**src/rtl/prof_dump_tx.sv**
```systemverilog
// prof_dump_tx: snapshots a bank of 2*XLEN-bit profiling counters and
// streams them out as a byte frame over a valid/ready byte channel.
//
// Frame: 0xA5, N_CNT, counters 0..N_CNT-1 (each BPC bytes, little-endian,
// zero-padded in the MSBs), XOR checksum of all preceding bytes.
//
// Ports:
//   clk_i       clock, rising edge
//   rst_ni      async active-low reset
//   cnt_i       flat counter bank, counter k at [k*2*XLEN +: 2*XLEN]
//   dump_req_i  level-sampled request; honoured only in IDLE
//   tx_data_o   current frame byte (0x00 when idle)
//   tx_valid_o  tx_data_o holds a valid byte
//   tx_ready_i  sink accepts the byte this edge
//   busy_o      frame in progress
//   done_o      one-cycle pulse after the checksum byte transfers
//   overrun_o   sticky: a request arrived while not idle
module prof_dump_tx #(
  parameter int XLEN  = 32,
  parameter int N_CNT = 8
) (
  input  logic                    clk_i,
  input  logic                    rst_ni,
  input  logic [N_CNT*2*XLEN-1:0] cnt_i,
  input  logic                    dump_req_i,
  output logic [7:0]              tx_data_o,
  output logic                    tx_valid_o,
  input  logic                    tx_ready_i,
  output logic                    busy_o,
  output logic                    done_o,
  output logic                    overrun_o
);

  localparam int CW  = 2 * XLEN;
  localparam int BPC = (CW + 7) / 8;                    // bytes per counter
  localparam int BW  = (BPC > 1) ? $clog2(BPC) : 1;
  localparam int CIW = (N_CNT > 1) ? $clog2(N_CNT) : 1;
  localparam logic [BW-1:0]  LAST_B = BW'(BPC - 1);
  localparam logic [CIW-1:0] LAST_C = CIW'(N_CNT - 1);

  typedef enum logic [2:0] {S_IDLE, S_HDR, S_LEN, S_DATA, S_CSUM} state_t;

  state_t                   state_q, state_d;
  logic [N_CNT-1:0][CW-1:0] shadow_q;
  logic [BW-1:0]            bidx_q;
  logic [CIW-1:0]           cidx_q;
  logic [7:0]               csum_q;
  logic                     done_q, ovr_q;
  logic [BPC*8-1:0]         word;
  logic [7:0]               data_byte;
  logic                     xfer, start;

  // Current counter zero-extended to a whole number of bytes.
  always_comb begin
    word           = '0;
    word[CW-1:0]   = shadow_q[cidx_q];
    data_byte      = word[{bidx_q, 3'b000} +: 8];
  end

  always_ff @(posedge clk_i or negedge rst_ni) begin
    if (!rst_ni) state_q <= S_IDLE;
    else         state_q <= state_d;
  end

  always_comb begin
    state_d    = state_q;
    tx_valid_o = 1'b0;
    tx_data_o  = 8'h00;
    case (state_q)
      S_IDLE: if (dump_req_i) state_d = S_HDR;
      S_HDR: begin
        tx_valid_o = 1'b1;
        tx_data_o  = 8'hA5;
        if (tx_ready_i) state_d = S_LEN;
      end
      S_LEN: begin
        tx_valid_o = 1'b1;
        tx_data_o  = 8'(N_CNT);
        if (tx_ready_i) state_d = S_DATA;
      end
      S_DATA: begin
        tx_valid_o = 1'b1;
        tx_data_o  = data_byte;
        if (tx_ready_i && bidx_q == LAST_B && cidx_q == LAST_C) state_d = S_CSUM;
      end
      S_CSUM: begin
        tx_valid_o = 1'b1;
        tx_data_o  = csum_q;
        if (tx_ready_i) state_d = S_IDLE;
      end
      default: state_d = S_IDLE;
    endcase
  end

  assign xfer  = tx_valid_o && tx_ready_i;
  assign start = (state_q == S_IDLE) && dump_req_i;

  always_ff @(posedge clk_i or negedge rst_ni) begin
    if (!rst_ni) begin
      shadow_q <= '0;
      bidx_q   <= '0;
      cidx_q   <= '0;
      csum_q   <= '0;
      done_q   <= 1'b0;
      ovr_q    <= 1'b0;
    end else begin
      if (start) begin
        shadow_q <= cnt_i;
        bidx_q   <= '0;
        cidx_q   <= '0;
        csum_q   <= '0;
      end
      // Checksum folds in every byte that actually transfers, header included.
      if (xfer && state_q != S_CSUM) csum_q <= csum_q ^ tx_data_o;
      if (xfer && state_q == S_DATA) begin
        if (bidx_q == LAST_B) begin
          bidx_q <= '0;
          cidx_q <= (cidx_q == LAST_C) ? '0 : cidx_q + 1'b1;
        end else begin
          bidx_q <= bidx_q + 1'b1;
        end
      end
      done_q <= xfer && (state_q == S_CSUM);
      // Any request seen while a frame is active (including the CSUM edge) is dropped.
      if (dump_req_i && state_q != S_IDLE) ovr_q <= 1'b1;
    end
  end

  assign busy_o    = (state_q != S_IDLE);
  assign done_o    = done_q;
  assign overrun_o = ovr_q;

endmodule

```
**config.mk**
```make
export PLATFORM = sky130hd
export DESIGN_NAME = prof_dump_tx
export DESIGN_NICKNAME = d
export VERILOG_FILES = /design/src/rtl/prof_dump_tx.sv
export SDC_FILE = /design/constraint.sdc
export NUM_CORES = 1
export LEC_CHECK = 0
export BUFFER_PORTS_ARGS = -buffer_cell sky130_fd_sc_hd__buf_2
export CORE_MARGIN = 3
export CORE_UTILIZATION = 45
export DETAILED_ROUTE_END_ITERATION = 10
export GPL_ROUTABILITY_DRIVEN = 0
export HOLD_SLACK_MARGIN = 0.12
export PLACE_DENSITY = 0.68
export SYNTH_ARGS = -nofsm -noshare
export SYNTH_HDL_FRONTEND = slang
export SYNTH_SLANG_ARGS = --single-unit
export TNS_END_PERCENT = 10
```
**constraint.sdc**
```tcl
create_clock -name clk_i -period 2.78 [get_ports clk_i]
set_clock_uncertainty 0.05 [all_clocks]
set_input_delay 0.556 -clock clk_i [delete_from_list [all_inputs] [get_ports clk_i]]
set_output_delay 0.556 -clock clk_i [all_outputs]
set_load 0.03 [all_outputs]
```
==> results by group, run 1 <==
Power and ir drop
  • Sequential group share of total power: 0.397
  • Comb pwr share: 0.365
  • Worst VDD drop: 0.000587 V
  • P_leak: 17.9 nW
  • Cell area power density: 916 nW/um2
  • Psw: 0.0114 W
  • Cell-internal power: 0.0206 W
  • Switching Share: 0.357
  • Clock power share: 0.238
  • Total power: 0.0320 W

Yosys
  • Commonest cells post-synth: 1561 x nand2_1, 531 x dfrtp_1, 125 x clkbuf_1
  • Largest family of logic cells by synthesized area: simple AND/OR/NAND/NOR gates
  • Async S/R FF share, synth: 1.00
  • Top_reg_cell synth: dfrtp_1
  • Syn. warnings: 0
  • Synthesized netlist cell count: 2693
  • Largest area contributor in the netlist: dfrtp_1
  • Multiplexer share of the synthesized area: 0.121
  • Synth Area in Adders: 0.00204
  • Post-synth EDFFs: 0
  • Unique masters post-synth: 56
  • Flops & latches, synth: 531
  • Post-Synth XOR/XNOR Area: 0.000358
  • Synth top area share: 0.543
  • Most common cell in the netlist: nand2_1
  • Mapped Nets: 3213
  • Compound-gate portion of the synthesized area: 0.0395
  • Avg Synthesized Cell Area: 9.09 um2
  • Ranking of synthesized cells by area: dfrtp_1 54%, nand2_1 24%, mux4_2 7.0%
  • Post-Synth Simple-Gate Area: 0.261
  • Area of the mapped netlist: 24500 um2
  • Seq/Total Area, Yosys: 0.543

Setup path
  • Launch point of the worst reg-to-reg path: cidx_q[1]
  • Required time of the critical path: 2.17 ns
  • Arrival time worst endpoint: 3.10 ns
  • Crit path buf inv count: 3
  • Crit-path max cell delay: 0.58 ns
  • Top Family by Delay on Critical Path: multiplexers
  • Slowest CP cell: mux4_2
  • Crit. Startpoint: cidx_q[1]
  • Crit path kind: reg -> out
  • Most used cell, CP: mux4_2
  • Critical path cell sequence: buf_12 -> buf_16 -> mux4_2 -> mux4_2 -> o22ai_4 -> nor3_2 -> a21oi_2 -> o21ai_2 -> buf_6
  • CP Launch Type: register
  • CP Max Fanout: 5
  • Critical Path End Type: output pin

STA
  • Worst rel slew slack: 0.296
  • Tightest Pin Transition: 1.05 ns
  • Final min period: 3.70 ns
  • Min setup slack post-route: -0.921 ns
  • Fin. max-slew vios: 0
  • Final TNS setup: -6.82 ns
  • Peak Freq: 270 MHz
  • RSZ-0062 raised after global routing: true
  • Final-report setup violation count: 8
  • Hold Fails Final Rpt: 0
  • Fin crit share: 1.33

Final layout
  • Layout net count: 4187
  • Fillers: 4097
  • Final std cells w/o fill: 4418
  • Area delta synth->final: 42.6%
  • Register area: 13300 um2
  • Ratio of cells with drive above 1 in the final layout: 0.244
  • Area of the multi-input gates: 10500 um2

Drt
  • DRC: 0
  • Vias/cell: 5.46
  • Vias: 24100
  • Total Wirelength: 99300 um
  • DRT Pass-1 Iters: 6
  • Initial DRC Count: 2303
  • Final ANT Viol Nets: 0
  • Routed len/inst: 22.5 um

CTS
  • Inserted Clock Buffers: 56
  • CTS H-tree lvls: 2
  • Max Root-Sink Buffers: 3
  • CTS tree: yes
  • Sink Count: 531
  • Clk_lat worst skew: 0.62 ns
  • Root Buffer: clkbuf_16
  • Worst-path clk slew: 0.07 ns

GRT
  • Antenna violations before repair: 15
  • Global Route met2 Usage: 0.524
  • GRT busiest layer: met2
  • Vias in the first global route: 25000
  • GRT met3 Usage: 0.0776
  • Largest net degree at the start of global routing: 166
  • First-pass GRT wire length: 148000 um
  • Total gr overflow: 0
  • Total GRT Usage: 0.344
  • GRT met1 Usage: 0.452

Placement
  • Pre-CTS setup slack: -0.374 ns
  • Placed insts: 3897
  • Dpl hpwl: 69400 um
  • Number of port buffers: 527

Die
  • Die area: 57300 um2
  • Num ports: 528
  • Initial core utilization: 0.461
  • Die width: 239 um
  • # rows: 84
  • Chip Height: 239 um
  • Core Area: 53200 um2

Status
  • Status: complete, but fails checks
  • Failing checks: setup timing

Flow run
  • Max Cap Viol: 0

Min path
  • Hold wc startpoint: cnt_i[103]
  • Min-Delay Path Class: in -> reg
==> path summary, 6_finish.rpt <==
check	cells after the start	end	slack [ns]
setup / recovery	9	tx_data_o[5]	-0.92
hold / removal	3	shadow_q[103]	0.12
setup reg to reg	9	csum_q[2]	0.10
hold reg to reg	2	shadow_q[508]	0.42
max in group asynchronous	3	shadow_q[441]	1.34
min in group asynchronous	2	shadow_q[163]	0.49
==> cells by family (layout without fill, tap and decap cells) <==
logic type                 after synthesis  after routing
other                                    0             17
buffers and inverters                  172           1192
and+or+nand+nor                       1657           1657
DFF                                    531            531
xor gates and xnor gates                 1              1
adders and majority gates                4              4
AOI/OAI and AO/OA                      139            139
muxes                                  189            189
==> state kept, by name (all words and copies together) (netlist names) <==
name,flops
bidx_q,3
cidx_q,3
csum_q,8
done_o,1
overrun_o,1
shadow_q,512
state_q,3
==> what timing repair did <==
item | 4_1_cts | 5_1_grt
pin swaps | 5 | 6
cloned | 2 | 0
hold buffers | 390 | 1
setup buffers | 4 | 4
gates resized for setup | 32 | 20
hold endpoints to repair | 441 | 1
setup endpoints to repair | 9 | 9
==> power by group through the flow <==
stage | Sequential [W] | Clock (W) | Combinational [W]
floorplan | 0.0116 | 0 | 0.00653
global placement | 0.0126 | 0 | 0.00997
detailed placement | 0.0127 | 0 | 0.0103
CTS | 0.0125 | 0.00768 | 0.0112
global route | 0.0129 | 0.00803 | 0.0125
finish | 0.0127 | 0.00763 | 0.0117
==> cells in the final DEF, fill, tap and decap left out, types with 7 or more instances in the layout <==
| master | instances |
|---|---|
| o22ai_1 | 10 |
| inv_1 | 8 |
| a21oi_1 | 24 |
| buf_4 | 124 |
| nor3_1 | 7 |
| clkinv_2 | 16 |
| buf_12 | 33 |
| diode_2 | 17 |
| nor2b_1 | 7 |
| buf_2 | 519 |
| a22oi_1 | 42 |
| nand3_1 | 25 |
| nand2b_1 | 8 |
| dfrtp_1 | 528 |
| mux2i_1 | 98 |
| clkbuf_16 | 57 |
| clkbuf_8 | 10 |
| nor2_1 | 13 |
| clkbuf_1 | 11 |
| buf_6 | 8 |
| dlygate4sd3_1 | 391 |
| nand2_1 | 1559 |
| mux4_2 | 76 |
==> cell type report <==
cell class,count,share of cell area
Clock inverter,26,0.00720
Antenna cell,17,0.00122
Timing Repair Buffer,1079,0.238
Sequential cell,531,0.381
Multi-Input combinational cell,1990,0.302
Clock buffer,78,0.0460
Inverter,9,0.000967
Tap cell,688,0.0247
==> worst reg2reg max path: stages (launching register included) <==
cell	delay (ns)
dfrtp_4	0.52
buf_6	0.16
bufbuf_16	0.28
mux2i_1	0.15
a22o_1	0.26
a221oi_2	0.20
o22ai_1	0.12
a211o_1	0.32
o311a_1	0.39
mux2i_1	0.13
==> per-stage QoR <==
step | instance area [um2] | hold WS (ns) | utilization
2_1_floorplan | 24500 | 0.210 | -
3_3_place_gp | 28800 | 0.387 | 0.541
3_5_place_dp | 28800 | 0.409 | 0.541
4_1_cts | 34800 | 0.120 | 0.654
5_1_grt | 34900 | 0.120 | 0.656
6_report | 34900 | 0.124 | 0.657
==> layer usage <==
layer,vias up,wire (um),part of all wire
li1,10700,-,-
met1,11600,39300,0.40
met2,1428,44100,0.44
met3,375,9120,0.092
met4,4,6800,0.068
met5,-,21,0.00021
(Power assumes the default switching activity.)
==> run 2: changes to the inputs <==
PLACE_DENSITY = 0.76   (was 0.68)
RECOVER_POWER = 50   (was unset)
==> results by group, run 2 (synthesis gave the netlist of run 1 again) <==
Status
  • Status: complete, but fails checks
  • Failing checks: capacitance limit, slew limit, setup timing

Power and ir drop
  • P_leak: 17.6 nW (-1.5%)
  • Cell area power density: 919 nW/um2 (+0.34%)
  • Worst VDD drop: 0.000521 V (-11%)
  • Total power: 0.0316 W (-1.2%)

CTS
  • Inserted Clock Buffers: 54 (-3.6%)
  • Clk_lat worst skew: 0.60 ns (-0.02 ns)
  • CTS H-tree lvls: 2 (unchanged)
  • Max Root-Sink Buffers: 3 (unchanged)
  • Root Buffer: clkbuf_16
  • Sink Count: 531 (unchanged)
  • Worst-path clk slew: 0.06 ns (about the same)
  • CTS tree: yes

Die
  • # rows: 84 (unchanged)
  • Initial core utilization: 0.461 (unchanged)
  • Num ports: 528 (unchanged)
  • Die area: 57300 um2 (unchanged)
  • Core Area: 53200 um2 (unchanged)
  • Die width: 239 um (unchanged)
  • Chip Height: 239 um (unchanged)

Placement
  • Pre-CTS setup slack: -0.496 ns (-0.122 ns)
  • Dpl hpwl: 66600 um (-3.9%)
  • Number of port buffers: 527 (unchanged)
  • Placed Area: 28700 um2 (about the same)

GRT
  • First-pass GRT wire length: 143000 um (-3.7%)
  • Total GRT Usage: 0.330 (-0.0138)
  • Total gr overflow: 0 (unchanged)
  • Antenna violations before repair: 25 (+10)
  • Vias in the first global route: 23900 (-4.6%)
  • Largest net degree at the start of global routing: 114 (-31%)

Final layout
  • Ratio of cells with drive above 1 in the final layout: 0.246 (+0.00236)
  • Register area: 13300 um2 (unchanged)
  • Fillers: 4081 (-0.39%)
  • Commonest non-fill, non-tap cell in the layout: nand2_1
  • Final core utilization: 0.647 (-0.0101)
  • Most frequent cells in the layout: 1559 x nand2_1, 528 x dfrtp_1, 521 x buf_2
  • Area of the multi-input gates: 10600 um2 (+0.44%)
  • Largest regs: shadow_q (512), csum_q (8)
  • Largest register FFs: 512 (unchanged)
  • Area delta synth->final: 40.4%
  • Fin area: 34400 um2 (-1.5%)
  • Biggest register: shadow_q
  • Layout net count: 4133 (-1.3%)

Drt
  • DRT Pass-1 Iters: 6 (unchanged)
  • Vias: 23700 (-1.8%)
  • DRC: 0 (unchanged)
  • Initial DRC Count: 2565 (+11%)
  • Total Wirelength: 95600 um (-3.7%)
  • Vias/cell: 5.44 (-0.44%)
  • Routed len/inst: 21.9 um (-2.4%)
  • Final ANT Viol Nets: 0 (unchanged)

STA
  • Tightest Pin Transition: 1.67 ns (+0.628 ns)
  • Fin. max-slew vios: 60 (+60)
  • Final min period: 3.64 ns (-0.0575 ns)
  • Min setup slack post-route: -0.864 ns (+0.0575 ns)
  • Fin crit share: 1.31 (-0.0207)
  • Peak Freq: 274 MHz (+1.6%)
  • Worst rel slew slack: -0.115 (-0.411)
  • Hold Fails Final Rpt: 0 (unchanged)
  • RSZ-0062 raised after global routing: true
  • Final-report setup violation count: 8 (unchanged)

Min path
  • Worst Hold End: shadow_q[3]
  • Min-Delay Path Class: in -> reg
  • Hold path cells: 3 (unchanged)
  • Hold wc startpoint: cnt_i[3]

Setup path
  • Critical Path End Type: output pin
  • Arrival time worst endpoint: 3.04 ns (-0.06 ns)
  • Launch point of the worst reg-to-reg path: cidx_q[1]
  • CP Launch Type: register
  • CP Max Fanout: 7 (+2)
  • R2r endpoint: csum_q[3]
  • Crit. Startpoint: cidx_q[1]
  • Worst reg2reg path depth: 12 (+3)
  • Reg-to-reg setup timing slack: 0.06 ns (-0.04 ns)
  • Crit path kind: reg -> out
  • Required time of the critical path: 2.17 ns (about the same)

Flow run
  • Max Cap Viol: 1 (+1)
-- run 2: cell count changes in the layout (fill, tap and decap cells not counted), sizes merged --
cell         delta
buf            -19
clkbuf         +16
inv             -3
dlygate4sd3    -46
clkinv          -8
diode           +1
-- run 2: layout make-up --
| cell class | count | area share |
|---|---|---|
| Sequential cell | 531 | 0.387 |
| Multi-Input combinational cell | 1990 | 0.308 |
| Timing Repair Buffer | 1027 | 0.225 |
| Clock buffer | 81 | 0.0479 |
| Tap cell | 688 | 0.0250 |
| Clock inverter | 15 | 0.00539 |
| Antenna cell | 18 | 0.00131 |
| Inverter | 9 | 0.000983 |
-- run 2: through the flow --
stage               TNS [ns]  cells  hold slack [ns]
global route          -21.60   4355            0.127
detailed placement     -2.72   3889            0.391
global placement       -2.40   3889            0.386
CTS                    -6.47   4339            0.121
floorplan             -0.145   2693            0.210
finish                 -6.34   4359            0.122
-- run 2: where the power goes --
part	switching (W)	total (W)	internal, W
logic	0.00592	0.0115	0.00563
clock network	0.00310	0.00754	0.00444
registers	0.00197	0.0125	0.0105
total	0.0110	0.0316	0.0206
-- run 2: repair_timing --
action	in CTS	in global routing
hold buffers	345	0
cloned	2	1
setup buffers	7	1
hold endpoints to repair	389	0
resized for setup	44	18
endpoints found under the setup margin	8	10
pin swaps	14	4
-- run 2: per-layer routing --
| layer | GRT usage | vias to the layer above | share of wire |
|---|---|---|---|
| met4 | 0.171 | 16 | 0.058 |
| met1 | 0.436 | 11400 | 0.39 |
| met3 | 0.0742 | 341 | 0.091 |
| met5 | 0 | - | 0.0011 |
| met2 | 0.515 | 1330 | 0.46 |
| li1 | - | 10600 | - |
-- run 2: critical path, stage by stage, from the launching register on --
cell     delay [ns]
dfrtp_4        0.43
buf_12         0.15
buf_12         0.15
mux4_2         0.53
mux4_2         0.54
o22ai_2        0.13
nor3_2         0.09
a21oi_2        0.15
o21ai_2        0.11
buf_6          0.15
-- run 2: how the worst max path moves through the flow --
stage,endpoint,slack (ns),depth (start not counted)
2_1_floorplan,tx_data_o[3],-0.07,11
3_3_place_gp,tx_data_o[3],-0.49,8
3_5_place_dp,tx_data_o[3],-0.50,8
4_1_cts,tx_data_o[5],-0.85,9
5_1_grt,tx_data_o[5],-0.91,9
6_report,tx_data_o[5],-0.86,9
